--- src/rtl/pipelined_barrel_shifter.sv ---
// Pipelined barrel shifter: one register stage per power-of-two shift level,
// with a combinational ready chain so a full pipeline keeps one beat per cycle.
`timescale 1ns/1ps

module pipelined_barrel_shifter #(
  parameter int WIDTH = 8,
  parameter int SHW   = $clog2(WIDTH)
) (
  input  logic             clk,
  input  logic             rst,
  input  logic             in_valid,
  output logic             in_ready,
  input  logic [WIDTH-1:0] in_data,
  input  logic [SHW-1:0]   in_amt,
  input  logic [1:0]       in_op,
  output logic             out_valid,
  input  logic             out_ready,
  output logic [WIDTH-1:0] out_data
);

  logic [SHW-1:0]   valid_q;
  logic [SHW-1:0]   valid_d;
  logic [WIDTH-1:0] data_q [SHW];
  logic [WIDTH-1:0] data_d [SHW];
  logic [SHW-1:0]   amt_q  [SHW];
  logic [SHW-1:0]   amt_d  [SHW];
  logic [1:0]       op_q   [SHW];
  logic [1:0]       op_d   [SHW];
  logic [SHW:0]     advance;

  // Arithmetic right replicates the current MSB, which after every earlier
  // level is still the operand's original sign bit.
  function automatic logic [WIDTH-1:0] levelShift(input logic [WIDTH-1:0] d,
                                                  input logic [1:0] op,
                                                  input int unsigned s);
    logic [2*WIDTH-1:0] dbl;
    logic [WIDTH-1:0]   r;
    dbl = {d, d};
    r   = d;
    case (op)
      2'b00: begin
        dbl = dbl >> s;
        r   = dbl[WIDTH-1:0];
      end
      2'b01: begin
        dbl = dbl << s;
        r   = dbl[2*WIDTH-1:WIDTH];
      end
      2'b10:   r = d >> s;
      default: r = $signed(d) >>> s;
    endcase
    return r;
  endfunction

  for (genvar k = 0; k < SHW; k++) begin : gStage
    localparam int unsigned Shift = 1 << k;
    logic [WIDTH-1:0] srcData;
    logic [SHW-1:0]   srcAmt;
    logic [1:0]       srcOp;
    logic             srcValid;

    if (k == 0) begin : gHead
      assign srcData  = in_data;
      assign srcAmt   = in_amt;
      assign srcOp    = in_op;
      assign srcValid = in_valid;
    end else begin : gBody
      assign srcData  = data_q[k-1];
      assign srcAmt   = amt_q[k-1];
      assign srcOp    = op_q[k-1];
      assign srcValid = valid_q[k-1];
    end

    assign data_d[k]  = srcAmt[k] ? levelShift(srcData, srcOp, Shift) : srcData;
    assign amt_d[k]   = srcAmt;
    assign op_d[k]    = srcOp;
    assign valid_d[k] = srcValid;
  end

  // A stage may load when it is empty or its own contents move on this edge.
  always_comb begin
    advance      = '0;
    advance[SHW] = out_ready;
    for (int k = SHW - 1; k >= 0; k--) begin
      advance[k] = !valid_q[k] || advance[k+1];
    end
  end

  always_ff @(posedge clk or posedge rst) begin
    if (rst) begin
      valid_q <= '0;
      for (int k = 0; k < SHW; k++) begin
        data_q[k] <= '0;
        amt_q[k]  <= '0;
        op_q[k]   <= '0;
      end
    end else begin
      for (int k = 0; k < SHW; k++) begin
        if (advance[k]) begin
          valid_q[k] <= valid_d[k];
          data_q[k]  <= data_d[k];
          amt_q[k]   <= amt_d[k];
          op_q[k]    <= op_d[k];
        end
      end
    end
  end

  assign in_ready  = advance[0];
  assign out_valid = valid_q[SHW-1];
  assign out_data  = data_q[SHW-1];

endmodule

--- config.mk ---
export PLATFORM = sky130hd
export DESIGN_NAME = pipelined_barrel_shifter
export DESIGN_NICKNAME = d
export VERILOG_FILES = /design/src/rtl/pipelined_barrel_shifter.sv
export SDC_FILE = /design/constraint.sdc
export NUM_CORES = 1
export LEC_CHECK = 0
export BUFFER_PORTS_ARGS = -buffer_cell sky130_fd_sc_hd__buf_4
export CORE_ASPECT_RATIO = 0.75
export CORE_MARGIN = 2
export CORE_UTILIZATION = 51
export DETAILED_ROUTE_END_ITERATION = 12
export PLACE_DENSITY_LB_ADDON = 0.3
export SLEW_MARGIN = 0
export SYNTH_ARGS = -nofsm -noshare
export SYNTH_HDL_FRONTEND = slang
export SYNTH_SLANG_ARGS = --single-unit
--- constraint.sdc ---
create_clock -name clk -period 1.6 [get_ports clk]
set_input_delay 0.16 -clock clk [delete_from_list [all_inputs] [get_ports clk]]
set_output_delay 0.16 -clock clk [all_outputs]
set_load 0.02 [all_outputs]
Word-level counts from Yosys, hierarchy flattened

Index checks and enable logic that the tools add are counted.
W data, S select, Z words.

Mux-type cells: 6
Reductions and logical operators: 10
Equal/unequal tests: 6

Operators with widths:

| operator             | number |
|---|---|
| $pmux W8 S3          | 2 |
| $mux W8              | 3 |
| $pmux W8 S2          | 1 |
| $eq A2 B1 Y1 const B | 3 |
| $eq A2 B2 Y1 const B | 3 |
| $logic_not A2 Y1     | 3 |
| $logic_not A1 Y1     | 3 |
| $logic_or A1 B1 Y1   | 3 |
| $reduce_or A2 Y1     | 1 |

Output and inout port bits: 10
Word-level logic and storage cells: 32
Register bits: 37
Input port bits: 17

Depth between registers and ports, before layout

Depth in word-level cells: 4
Gate-level depth with buffers: 7
Gate-level depth less buffers: 5

Least setup slack after synthesis

Ideal clock, no wire load.

Path kind: register -> register
Start: reg valid_q[2]
End: reg amt_q, in the netlist gStage[1].srcAmt[2]
Buffers on the path: 1
Required time: 1475 ps
Period minus slack after synthesis: 1442 ps
Stages on the path, launching flop included: 6
Library setup time: 125 ps
Slack: 158 ps
Arrival: 1317 ps
Cell sequence: dfrtp_1 -> and3b_1 -> and2_4 -> buf_6 -> inv_8 -> mux2_2

Cells in the longest elaborated chain, start to end: 4

Ends and longest elaborated chain:

| what                            | line | RTL |
|---|---|---|
| start, declared                 | 21   | `logic [SHW-1:0] valid_q;` |
| start signal, assigned by index | 100  | `valid_q[k] <= valid_d[k];` |
| $logic_not A1 Y1                | 85   | `advance[k] = !valid_q[k] \|\| advance[k+1];` |
| $logic_or A1 B1 Y1 (3 in a row) | 85   |  |
| end signal, assigned by index   | 102  | `amt_q[k] <= amt_d[k];` |
| end, declared                   | 25   | `logic [SHW-1:0] amt_q [SHW];` |

No other way between the ends.
A chain may end at the register's enable or synchronous reset.

Worst setup path after layout

Start: reg valid_q[2]
End: out in_ready

Cells in the longest elaborated chain, start to end: 4

Ends and longest elaborated chain:

| what                            | line | RTL |
|---|---|---|
| $logic_not A1 Y1                | 85   |  |
| $logic_or A1 B1 Y1 (3 in a row) | 85   |  |
| end, declared                   | 12   | `output logic in_ready,` |

No other way between the ends.

==> run metrics <==
Post-synth top flop=dfrtp_1; reg2reg setup slack=0.19 ns; commonest non-fill, non-tap cells in the layout=dfrtp_1, buf_4, o21ai_0; register area=850.8 µm²; Layout area overhead=16.08%; Slew HR=67.57%; Final Hold Fails=0; Initial Utilization=53.94%; Syn Area/Cell=~10 µm²; Power Total=around 2.4 mW; CTS root buffer=clkbuf_8; drt wl/cell=16.36 µm; most common cell after layout, fill and taps aside=dfrtp_1; final setup fails=0; fin util=62.61%; Mapped Cells=about 180; num rows=18; EDFF count, synth=0; clk_lat worst skew=0.29 ns; vias in the first global route=1,383; clock buffer depth=2; Yosys warning total=0; port bufs=26; Max Slew Vio Count=0; critical path data arrival time=1.39 ns; FFs w/ async S/R, synth=100.0%; cell breakdown of the critical path=and3b_1 -> and2_4 -> inv_8 -> buf_4; CP Class=register to output port; # DRC=0; Worst path max stage delay=0.40 ns; power density cells=1172 nW/µm²; Syn Std Cell Area=roughly 1800 µm²; crit path launch type=register; Worst VDD drop=0.8652 mV; #FFs+latches synth=34; fin nets=218; Max Fclk=0.6454 GHz; measured slew at the worst slew-check pin=~0.5 ns; CP max-delay cell=dfrtp_1; Tmin final=around 1.5 ns; chip width=between 70 and 80 µm; routed via count=~1,400; core area=3333 µm²; CTS clk-pin slew, worst paths=0.06 ns; endpoint class of the critical path=output port; Post-Layout Inst Area=2087 µm²; Post-Syn Nets=194; Routability Congestion=~0.86; CTS tree=yes; Lkg Pwr=~0.96 nW; diode count=0; Top delay family on crit path=simple AND/OR/NAND/NOR gates; CP max FO=16; initial antenna violation count=0; first-pass GRT wire length=approximately 6600 µm; Overall Global Routing Usage=between 20% and 30%; die area=4021 µm²; DR iter-0 viols=86; HPWL Detailed=2959 µm; DIE HEIGHT=55.42 µm; I/O pin cnt=27; GR Overflow Total=0; Max Cap Viol=0; first-pass detailed-route iteration total=4; Vias per Instance=5.930; fraction of the yosys area taken by sequential cells=47.32%; area of the multi-input gates=between 800 and 900 µm²; Setup Skew=around 0.0065 ns; layout cell share with drive strength beyond 1=24.75%; pin count of the biggest net entering global routing=35; RSZ-0062 raised after global routing=no; number of distinct library cells after synthesis=34; pre-CTS setup slack=0.2101 ns; ratio of final minimum period to clock period=96.83%; worst endpoint required time=1.44 ns; status=completed; cts bufs inserted=5; Num Clock Sinks=34; setup slack after layout=slightly above 0.05 ns; htree depth=2; placed cell area=1986 µm²; Post-DRT Antenna Nets=0; final WL=3960 µm; Hold Crit Class=primary input to register; fillers=about 290; setup tns final=0 ns; crit path buf inv count=2
-- cell families (layout without fill, tap and decap cells) --
group | Yosys count | count (layout) | synth area share [%]
compound gates | 63 | 63 | 23.94
buf+inv | 17 | 42 | 5.497
mux | 9 | 9 | 5.358
simple gates | 54 | 54 | 17.89
flops | 34 | 34 | 47.32
-- stage by stage --
| step | hold slack (ns) | cells |
|---|---|---|
| after floorplan | 0.2684 | 177 |
| after global placement | 0.2723 | 233 |
| after detailed placement | 0.2867 | 233 |
| after CTS | 0.06476 | 242 |
| after global routing | 0.07109 | 242 |
| final | 0.06990 | 242 |
-- path summary, 6_finish.rpt --
kind | startpoint | endpoint | cells past startpoint
max in group asynchronous | rst | out_data[0] | 4
setup / recovery | valid_q[2] | in_ready | 4
min in group asynchronous | rst | gStage[1].srcData[2] | 4
setup reg to reg | valid_q[2] | gStage[1].srcAmt[2] | 4
hold reg to reg | out_data[5] | out_data[5] | 1
hold / removal | in_valid | valid_q[0] | 2
-- repair_timing --
action	in CTS	in global routing
hold endpoints to repair	34	0
hold buffers	1	0
buffers inserted	0	0
gates resized for setup	0	0
-- final cells by class --
class | instances | area share [%]
clock inverters | 1 | 0.2398
flip-flops and latches | 34 | 40.77
repair buffers | 29 | 10.55
inverters | 5 | 1.259
clock buffers | 7 | 4.137
well taps | 40 | 2.398
multi-input cells | 126 | 40.65
-- registers in the layout, indices dropped and copies added, names as in the netlist --
name / flops
gStage.srcAmt: 3
out_data: 8
gStage.srcOp: 4
gStage.srcData: 16
valid_q: 3
-- routing by layer --
layer	vias up	global-route usage (%)	routed length [µm]
li1	697	-	-
met1	690	30.77	1893
met2	44	32.08	1809
met3	4	4.927	214
met4	0	5.556	42
met5	-	0	0
-- power breakdown --
| group | leakage, nW | internal (mW) | switching (mW) | total [mW] |
|---|---|---|---|---|
| logic | 0.511 | 0.293 | 0.328 | 0.620 |
| clock network | 0.0482 | 0.346 | 0.292 | 0.639 |
| registers | 0.400 | 1.03 | 0.160 | 1.19 |
| total | 0.959 | 1.67 | 0.780 | 2.45 |
-- cells in the mapped netlist, drive strengths merged (2+ instances only) --
cell type | instances | share of area, %
a211oi | 13 | 5.4
a21o | 3 | 1.3
a221oi | 2 | 0.97
a311oi | 3 | 1.5
a31oi | 2 | 0.70
and3b | 14 | 6.8
buf | 4 | 2.3
clkbuf | 8 | 1.7
dfrtp | 34 | 47
inv | 4 | 1.3
mux2 | 5 | 3.1
mux2i | 4 | 2.2
nand2 | 21 | 4.4
nand2b | 7 | 2.4
nor2 | 5 | 1.2
o21ai | 30 | 9.4
o2bb2ai | 7 | 3.4
Note: power is estimated with default switching activity, not from simulation.
